--- src/rtl/sprite_layer_mixer.sv ---
`default_nettype none
// ============================================================================
// sprite_layer_mixer
// Priority mux of sprite layers, 16-entry palette, and a gem-pickup flash.
// The pipeline is two stages, so colour appears 2 cycles after DrawX/DrawY.
// Rev 1.0 - initial release
// ============================================================================
module sprite_layer_mixer #(
  parameter int         FLASH_FRAMES = 8,
  parameter logic [7:0] FLASH_BOOST  = 8'h40,
  parameter int         H_ACTIVE     = 640,
  parameter int         V_ACTIVE     = 480
) (
  input  logic       Clk,
  input  logic       Reset,
  input  logic [9:0] DrawX,
  input  logic [9:0] DrawY,
  input  logic       is_score,
  input  logic [7:0] score_data,
  input  logic       is_gem,
  input  logic [7:0] gem_data,
  input  logic       is_player1,
  input  logic       is_player2,
  input  logic [7:0] player1_data,
  input  logic [7:0] player2_data,
  input  logic [7:0] bg_data,
  input  logic [3:0] score_hex,
  output logic [7:0] VGA_R,
  output logic [7:0] VGA_G,
  output logic [7:0] VGA_B
);

  localparam int              CW           = $clog2(FLASH_FRAMES + 1);
  localparam logic [CW-1:0]   c_flash_load = CW'(FLASH_FRAMES);
  localparam logic [CW-1:0]   c_cnt_one    = CW'(1);
  localparam logic [10:0]     c_h_active   = 11'(H_ACTIVE);
  localparam logic [10:0]     c_v_active   = 11'(V_ACTIVE);

  typedef enum logic [0:0] {
    ST_IDLE  = 1'b0,
    ST_FLASH = 1'b1
  } state_t;

  // Stage-1 registers
  logic [9:0] r_x;
  logic [9:0] r_y;
  logic       r_is_score;
  logic       r_is_p1;
  logic       r_is_p2;
  logic       r_is_gem;
  logic [7:0] r_score_data;
  logic [7:0] r_p1_data;
  logic [7:0] r_p2_data;
  logic [7:0] r_bg_data;
  logic       r_prev_origin;

  logic [3:0]    r_score_q;
  state_t        r_state;
  state_t        w_state_nx;
  logic [CW-1:0] r_flash_cnt;
  logic [CW-1:0] w_cnt_nx;

  logic [7:0]  w_idx;
  logic [23:0] w_pal;
  logic        w_blank;
  logic        w_at_origin;
  logic        w_frame_start;
  logic        w_inc;
  logic        w_dec;

  function automatic logic [7:0] f_boost(input logic [7:0] c);
    logic [8:0] s;
    s = {1'b0, c} + {1'b0, FLASH_BOOST};
    return s[8] ? 8'hFF : s[7:0];
  endfunction

  always_ff @(posedge Clk) begin
    if (Reset) begin
      r_x           <= '0;
      r_y           <= '0;
      r_is_score    <= 1'b0;
      r_is_p1       <= 1'b0;
      r_is_p2       <= 1'b0;
      r_is_gem      <= 1'b0;
      r_score_data  <= '0;
      r_p1_data     <= '0;
      r_p2_data     <= '0;
      r_bg_data     <= '0;
      r_prev_origin <= 1'b0;
      r_score_q     <= '0;
    end else begin
      r_x           <= DrawX;
      r_y           <= DrawY;
      r_is_score    <= is_score;
      r_is_p1       <= is_player1;
      r_is_p2       <= is_player2;
      r_is_gem      <= is_gem;
      r_score_data  <= score_data;
      r_p1_data     <= player1_data;
      r_p2_data     <= player2_data;
      r_bg_data     <= bg_data;
      r_prev_origin <= w_at_origin;
      r_score_q     <= score_hex;
    end
  end

  // gem_data arrives one cycle late, so it is used live against stage-1 flags.
  always_comb begin
    w_idx = r_bg_data;
    if (r_is_score && (r_score_data != 8'h00)) begin
      w_idx = r_score_data;
    end else if (r_is_p1 && (r_p1_data != 8'h00)) begin
      w_idx = r_p1_data;
    end else if (r_is_p2 && (r_p2_data != 8'h00)) begin
      w_idx = r_p2_data;
    end else if (r_is_gem && (gem_data != 8'h00)) begin
      w_idx = gem_data;
    end
  end

  // Team palette; the upper nibble of the index is don't-care.
  always_comb begin
    w_pal = 24'h000000;
    casez (w_idx)
      8'b????_0000: w_pal = 24'h000000;
      8'b????_0001: w_pal = 24'h0000AA;
      8'b????_0010: w_pal = 24'h00AA00;
      8'b????_0011: w_pal = 24'h00AAAA;
      8'b????_0100: w_pal = 24'hAA0000;
      8'b????_0101: w_pal = 24'hAA00AA;
      8'b????_0110: w_pal = 24'hAA5500;
      8'b????_0111: w_pal = 24'hAAAAAA;
      8'b????_1000: w_pal = 24'hFFFFFF;
      8'b????_1001: w_pal = 24'h5555FF;
      8'b????_1010: w_pal = 24'h55FF55;
      8'b????_1011: w_pal = 24'h55FFFF;
      8'b????_1100: w_pal = 24'hFF5555;
      8'b????_1101: w_pal = 24'hFF55FF;
      8'b????_1110: w_pal = 24'hFFFF55;
      8'b????_1111: w_pal = 24'h555555;
      default:      w_pal = 24'h000000;
    endcase
  end

  assign w_blank       = ({1'b0, r_x} >= c_h_active) || ({1'b0, r_y} >= c_v_active);
  assign w_at_origin   = (r_x == 10'd0) && (r_y == 10'd0);
  assign w_frame_start = w_at_origin && !r_prev_origin;
  assign w_inc         = (score_hex > r_score_q);
  assign w_dec         = (score_hex < r_score_q);

  always_ff @(posedge Clk) begin
    if (Reset) begin
      r_state     <= ST_IDLE;
      r_flash_cnt <= '0;
    end else begin
      r_state     <= w_state_nx;
      r_flash_cnt <= w_cnt_nx;
    end
  end

  always_comb begin
    w_state_nx = r_state;
    w_cnt_nx   = r_flash_cnt;
    case (r_state)
      ST_IDLE: begin
        if (w_inc) begin
          w_state_nx = ST_FLASH;
          w_cnt_nx   = c_flash_load;
        end
      end
      ST_FLASH: begin
        // A score drop cancels; a new pickup restarts the count before any frame tick.
        if (w_dec) begin
          w_state_nx = ST_IDLE;
          w_cnt_nx   = '0;
        end else if (w_inc) begin
          w_cnt_nx   = c_flash_load;
        end else if (w_frame_start) begin
          if (r_flash_cnt == c_cnt_one) begin
            w_state_nx = ST_IDLE;
            w_cnt_nx   = '0;
          end else begin
            w_cnt_nx   = r_flash_cnt - c_cnt_one;
          end
        end
      end
      default: begin
        w_state_nx = ST_IDLE;
        w_cnt_nx   = '0;
      end
    endcase
  end

  // Stage 2: boost uses the state current at the colour-register edge.
  always_ff @(posedge Clk) begin
    if (Reset || w_blank) begin
      VGA_R <= 8'h00;
      VGA_G <= 8'h00;
      VGA_B <= 8'h00;
    end else if (r_state == ST_FLASH) begin
      VGA_R <= f_boost(w_pal[23:16]);
      VGA_G <= f_boost(w_pal[15:8]);
      VGA_B <= f_boost(w_pal[7:0]);
    end else begin
      VGA_R <= w_pal[23:16];
      VGA_G <= w_pal[15:8];
      VGA_B <= w_pal[7:0];
    end
  end

endmodule
`default_nettype wire
--- config.mk ---
export PLATFORM = sky130hd
export DESIGN_NAME = sprite_layer_mixer
export DESIGN_NICKNAME = d
export VERILOG_FILES = /design/src/rtl/sprite_layer_mixer.sv
export SDC_FILE = /design/constraint.sdc
export NUM_CORES = 1
export LEC_CHECK = 0
export BUFFER_PORTS_ARGS = -buffer_cell sky130_fd_sc_hd__buf_4
export CAP_MARGIN = 20
export CORE_UTILIZATION = 40
export DETAILED_ROUTE_END_ITERATION = 10
export GPL_TIMING_DRIVEN = 0
export MAX_ROUTING_LAYER = met4
export PLACE_DENSITY_LB_ADDON = 0.08
export SYNTH_ARGS = -nofsm -noshare
export SYNTH_HDL_FRONTEND = slang
export SYNTH_SLANG_ARGS = --single-unit
--- constraint.sdc ---
create_clock -name Clk -period 5.6 [get_ports Clk]
set_input_delay 1.12 -clock Clk [delete_from_list [all_inputs] [get_ports Clk]]
set_output_delay 1.12 -clock Clk [all_outputs]
set_load 0.01 [all_outputs]
== After elaboration in Yosys (flattened, before gate mapping) ==
Index checks and enable logic that the tools add are counted.

* Reduce and logical (&&, ||, !) cells: 17
* Equality and inequality tests: 18
* $add $sub $neg: 4
* Mux-type cells: 23
* $lt $le $gt $ge: 4
* Bitwise operators: 1

{| class="wikitable"
|+ Operators with widths
! kind !! count
|-
| case mux 24 bit (16 select lines) || 1
|-
| two-way mux 8 bit || 6
|-
| two-way mux 4 bit || 9
|-
| == test 4 bit (second input constant) || 8
|-
| nonzero test 8 bit || 4
|-
| adder 8 x 7 -> 9 bit (second input constant) || 3
|-
| logical NOT 10 bit || 2
|-
| == test 4 x 3 -> 1 bit (second input constant) || 4
|-
| greater-or-equal comparator 10 bit (second input constant) || 1
|-
| greater-or-equal comparator 10 x 9 -> 1 bit (second input constant) || 1
|-
| == test 4 x 1 -> 1 bit (second input constant) || 2
|-
| == test 4 x 2 -> 1 bit (second input constant) || 2
|-
| case mux 4 bit (2 select lines) || 1
|-
| logical AND 1 bit || 6
|-
| two-way mux 1 bit || 5
|-
| > comparator 4 bit || 1
|-
| logical NOT 4 bit || 1
|-
| < comparator 4 bit || 1
|-
| != test 4 x 1 -> 1 bit (second input constant) || 1
|-
| subtractor 4 x 1 -> 4 bit (second input constant) || 1
|-
| logical OR 1 bit || 2
|-
| != test 2 bit (second input constant) || 1
|-
| case mux 1 bit (2 select lines) || 1
|-
| AND reduction 2 bit || 1
|-
| other kinds (2) || 2
|}

* Output and inout bits: 24
* Logic and storage cells: 84
* Input bits: 70
* Bits in registers: 86

== Depth between registers and ports, before layout ==
* Word-level depth: 11
* Gate-level depth with buffers: 9
* Gate-level depth less buffers: 9

== Least setup slack after synthesis ==
OpenSTA, ideal clock, no wires.

* Path type: input -> register
* Start point: input gem_data[5]
* End point: register VGA_G[6]
* Cell stages on the path: 8
* Setup slack: 2.541 ns
* Data arrival time: 2.967 ns
* Setup time: 0.092 ns
* Cells stage by stage: or4_4 -> o41ai_2 -> a221oi_2 -> o311a_4 -> and2_4 -> buf_6 -> a2bb2oi_1 -> a311oi_1

* Cells in the longest elaborated chain, start to end: 11
* Elaborated cells on any way between the ends: 26
* Those cells by class: add/sub: 1; eq/ne: 15; mux: 7; reduce/logical: 3

{| class="wikitable"
|+ Ends and longest elaborated chain
! what !! line !! text
|-
| start, declared || 21 || <nowiki>input logic [7:0] gem_data,</nowiki>
|-
| nonzero test 8 bit * || 116 || <nowiki>end else if (r_is_gem && (gem_data != 8'h00)) begin</nowiki>
|-
| logical AND 1 bit * || 116 ||
|-
| two-way mux 4 bit * || 116 ||
|-
| two-way mux 4 bit * || 114 || <nowiki>end else if (r_is_p2 && (r_p2_data != 8'h00)) begin</nowiki>
|-
| two-way mux 4 bit * || 112 || <nowiki>end else if (r_is_p1 && (r_p1_data != 8'h00)) begin</nowiki>
|-
| two-way mux 4 bit * || 110 || <nowiki>if (r_is_score && (r_score_data != 8'h00)) begin</nowiki>
|-
| == test 4 bit (tied with other cells) || 124 || <nowiki>casez (w_idx)</nowiki>
|-
| case mux 24 bit (16 select lines) * || 124 ||
|-
| adder 8 x 7 -> 9 bit || 73 || <nowiki>s = {1'b0, c} + {1'b0, FLASH_BOOST};</nowiki>
|-
| two-way mux 8 bit || 74 || <nowiki>return s[8] ? 8'hFF : s[7:0];</nowiki>
|-
| two-way mux 8 bit * || 200 || <nowiki>end else if (r_state == ST_FLASH) begin</nowiki>
|-
| end signal, assigned || 202 || <nowiki>VGA_G <= f_boost(w_pal[15:8]);</nowiki>
|-
| end signal, assigned || 206 || <nowiki>VGA_G <= w_pal[15:8];</nowiki>
|-
| end, declared || 29 || <nowiki>output logic [7:0] VGA_G,</nowiki>
|}

Every way passes the cells marked *; elsewhere a longest branch is shown, timed or not.
A chain may end at the register's enable or synchronous reset.

== Final worst setup path ==
* Start point: input gem_data[5]
* End point: register VGA_R[5]

* Cells in the longest elaborated chain, start to end: 11
* Elaborated cells on any way between the ends: 26
* Those cells by class: add/sub: 1; eq/ne: 15; mux: 7; reduce/logical: 3

{| class="wikitable"
|+ Ends and longest elaborated chain
! what !! line !! text
|-
| nonzero test 8 bit * || 116 ||
|-
| logical AND 1 bit * || 116 ||
|-
| two-way mux 4 bit * || 116 ||
|-
| two-way mux 4 bit * || 114 ||
|-
| two-way mux 4 bit * || 112 ||
|-
| two-way mux 4 bit * || 110 ||
|-
| == test 4 bit (tied with other cells) || 124 ||
|-
| case mux 24 bit (16 select lines) * || 124 ||
|-
| adder 8 x 7 -> 9 bit || 73 ||
|-
| two-way mux 8 bit || 74 ||
|-
| two-way mux 8 bit * || 200 ||
|-
| end signal, assigned || 201 || <nowiki>VGA_R <= f_boost(w_pal[23:16]);</nowiki>
|-
| end signal, assigned || 205 || <nowiki>VGA_R <= w_pal[23:16];</nowiki>
|-
| end, declared || 28 || <nowiki>output logic [7:0] VGA_R,</nowiki>
|}

Marks and branches as above.

==> impl_metrics.yaml <==
run_status:
  status: "completed"
synthesis:
  syn_area_per_cell_um2: 10.0
  synth.distinct_cells: 50
  ys_top_cells_by_area: "dfxtp_1 (50%), nor2b_1 (12%), buf_4 (3.9%)"
  synth_cells: 292
  post-synth-top-area-fraction_pct: 50.0
  synth-edff-count: 0
  postSynth.asyncResetShare_pct: 0
  seq_area_frac_synth_pct: 50.0
  syn_nets: 368
  ys_ff_latch: 73
  synth.largest_area_cell: "dfxtp_1"
  synth_area_um2: 2920
  yosys_warnings: 0
  synth_ff_type: "dfxtp_1"
critical_path:
  arrival_ps: 3210
  r2r-start: "r_p2_data[1]$_SDFF_PP0_"
  cp.required_ps: 5800
  reg2regPathDepth: 8
  startpoint_type: "input port"
  cp-startpoint: "gem_data[5]"
  end_kind: "register"
  critical_path_class: "input port to register"
  cp_max_fo: 10
power:
  power.total_mw: 1.16
  combPwrFrac_pct: 17.1
  vdd_drop_max_v: 0.000150
  p_leak_nw: 1.66
  p_per_area_nw_per_um2: 297
  clkPwrFrac_pct: 34.1
  p_int_mw: 0.876
  power.switching_mw: 0.282
  power_frac_seq_pct: 48.8
  netSwitchingFraction_pct: 24.4
floorplan:
  core-area_um2: 6910
  die_area_um2: 7650
  die_h_um: 87.4
  row_count: 30
  io-pin-count: 94
  die_w_um: 87.4
  initial_core_util_pct: 42.3
route:
  vias: 2329
  first_iter_violations: 51
  drt-vias-per-instance: 4.74
  ant_nets: 0
  wl_um: 5580
  firstDrtPassIters: 4
  avgRoutedWirePerCell_um: 11.4
  drc: 0
global_route:
  antenna_found_initial: 0
  grt_pass1_wl_um: 9380
  grt_start_max_net_pins: 13
  track_usage_pct: 16.6
  grt_overflow_total: 0
  first_global_vias: 2229
cts:
  clkLatencyLatePin_ps: 330
  numCtsBuffers: 9
  cts_tree: "yes"
  cts_resized: 0
  clockBufferDepth: 2
  htree_levels: 3
  cts_sinks: 73
  cts_root_buf: "clkbuf_8"
  clk_pin_slew_ps: 70
  post_cts_buffers: 0
  ctsHoldBuffers: 0
worst_hold_path:
  hp-start: "r_flash_cnt[3]$_SDFFE_PP0P_"
  worstHoldPathType: "register to register"
  min_path_cells: 2
final_layout:
  diodes: 0
  area_growth_pct: 33.4
  fill_cells: 657
  layout.nets: 467
  multi_input_area_um2: 1260
  drive_above_1_share_pct: 33.7
  final-seq-area_um2: 1460
timing:
  rsz0062_at_grt: "no"
  clock_skew_ps: 7.56
  slew_violations: 0
  slew_headroom_pct: 64.5
  hold_violations: 0
  min_period_ps: 3010
  fin_setup_tns_ps: 0
  fin_crit_sh_pct: 53.7
  finalSetupViolations: 0
  tightest_slew_ps: 533
  max_freq_mhz: 332
job:
  cap_viol_max_count: 0
placement:
  gp_congestion: 0.790
  dp_hpwl_um: 4360
  place.port_buffers: 88
-- layout make-up --
type                            count  area share (%)
Sequential cell                    73            37.5
Multi-Input combinational cell    183            32.3
Timing Repair Buffer               88            17.0
Buffer                             26            4.18
Clock buffer                       10            3.53
Tap cell                           96            3.08
Clock inverter                      5            1.45
Inverter                           10           0.964
-- layout by cell type (no fill, tap or decap), types with 2 or more instances in the layout --
master	count
buf_4	103
dfxtp_1	73
nor2b_1	56
nand2_1	14
nor2_1	11
nor4_1	10
clkbuf_8	10
inv_1	9
clkbuf_1	9
o21ai_0	9
a221oi_1	6
nand3_1	6
a21oi_1	6
ha_1	6
nor3b_1	5
or4_4	4
o21ai_1	4
o21a_1	3
a211oi_1	3
nor3_1	3
or4_1	3
o41ai_1	3
and4_1	2
o311ai_2	2
a2bb2oi_1	2
a21o_1	2
a31oi_1	2
clkinv_2	2
-- cell usage after synthesis (2+ instances only) --
| master | n |
|---|---|
| a211oi_1 | 3 |
| a21o_1 | 2 |
| a21oi_1 | 6 |
| a221oi_1 | 6 |
| a2bb2oi_1 | 2 |
| a31oi_1 | 2 |
| and4_1 | 2 |
| buf_4 | 15 |
| clkbuf_1 | 9 |
| dfxtp_1 | 73 |
| ha_1 | 6 |
| inv_1 | 9 |
| nand2_1 | 14 |
| nand3_1 | 6 |
| nor2_1 | 11 |
| nor2b_1 | 56 |
| nor3_1 | 3 |
| nor3b_1 | 5 |
| nor4_1 | 10 |
| o21a_1 | 3 |
| o21ai_0 | 9 |
| o21ai_1 | 4 |
| o311ai_2 | 2 |
| o41ai_1 | 3 |
| or4_1 | 3 |
| or4_4 | 4 |
-- routing by layer --
metal	GRT usage [%]	vias up	share of wire, %
met3	3.22	10	4.7
met2	27.9	68	47
li1	-	1217	-
met5	-	-	0
met1	18.6	1034	46
met4	8.49	0	1.7
-- flip-flops by register name, indices dropped and copies added (netlist names) --
signal / cells
VGA_B: 3
r_y: 10
r_bg_data: 4
r_state: 1
r_p2_data: 8
r_is_p2: 1
VGA_R: 4
r_prev_origin: 1
r_is_p1: 1
r_score_q: 4
r_p1_data: 8
r_flash_cnt: 4
VGA_G: 4
r_score_data: 8
r_x: 10
r_is_gem: 1
r_is_score: 1
-- stage by stage --
step           util, %  hold WS, ps  area (um^2)  worst slack, ps  std cells
4_1_cts           56.4          497         3890             2590        491
3_3_place_gp      53.6          478         3700             2220        476
6_report          56.4          492         3890             2590        491
5_1_grt           56.4          528         3890             2410        491
2_1_floorplan        -          461         2920             2540        292
3_5_place_dp      53.6          486         3700             2230        476
-- worst max-delay path: stages --
cell and delay (ps):
buf_4 110, or4_4 560, o41ai_1 280, a221oi_1 160, o311ai_1 370, buf_2 280
nand2_1 100, a22oi_1 190, nor2_1 50
-- worst paths after layout --
check / endpoint / slack, ps
worst max-delay path: VGA_R[5]$_SDFF_PP0_ / 2590
worst min-delay path: r_flash_cnt[3]$_SDFFE_PP0P_ / 490
worst max register to register: VGA_G[6]$_SDFF_PP0_ / 3160
worst min register to register: r_flash_cnt[3]$_SDFFE_PP0P_ / 490
-- power groups by stage --
stage	clock [mW]	sequential, mW	combinational (mW)
floorplan	0	0.578	0.117
global placement	0	0.576	0.198
detailed placement	0	0.577	0.200
CTS	0.409	0.565	0.200
global route	0.433	0.569	0.220
finish	0.395	0.565	0.198
-- cells by family after synthesis --
group	after synthesis	share of synthesized area [%]
adders and majority gates	6	2.57
DFF	73	50.0
AOI/OAI and AO/OA	56	15.4
muxes	1	0.343
and+or+nand+nor	120	24.8
buffers and inverters	36	6.85
Note: power is estimated with default switching activity, not from simulation.
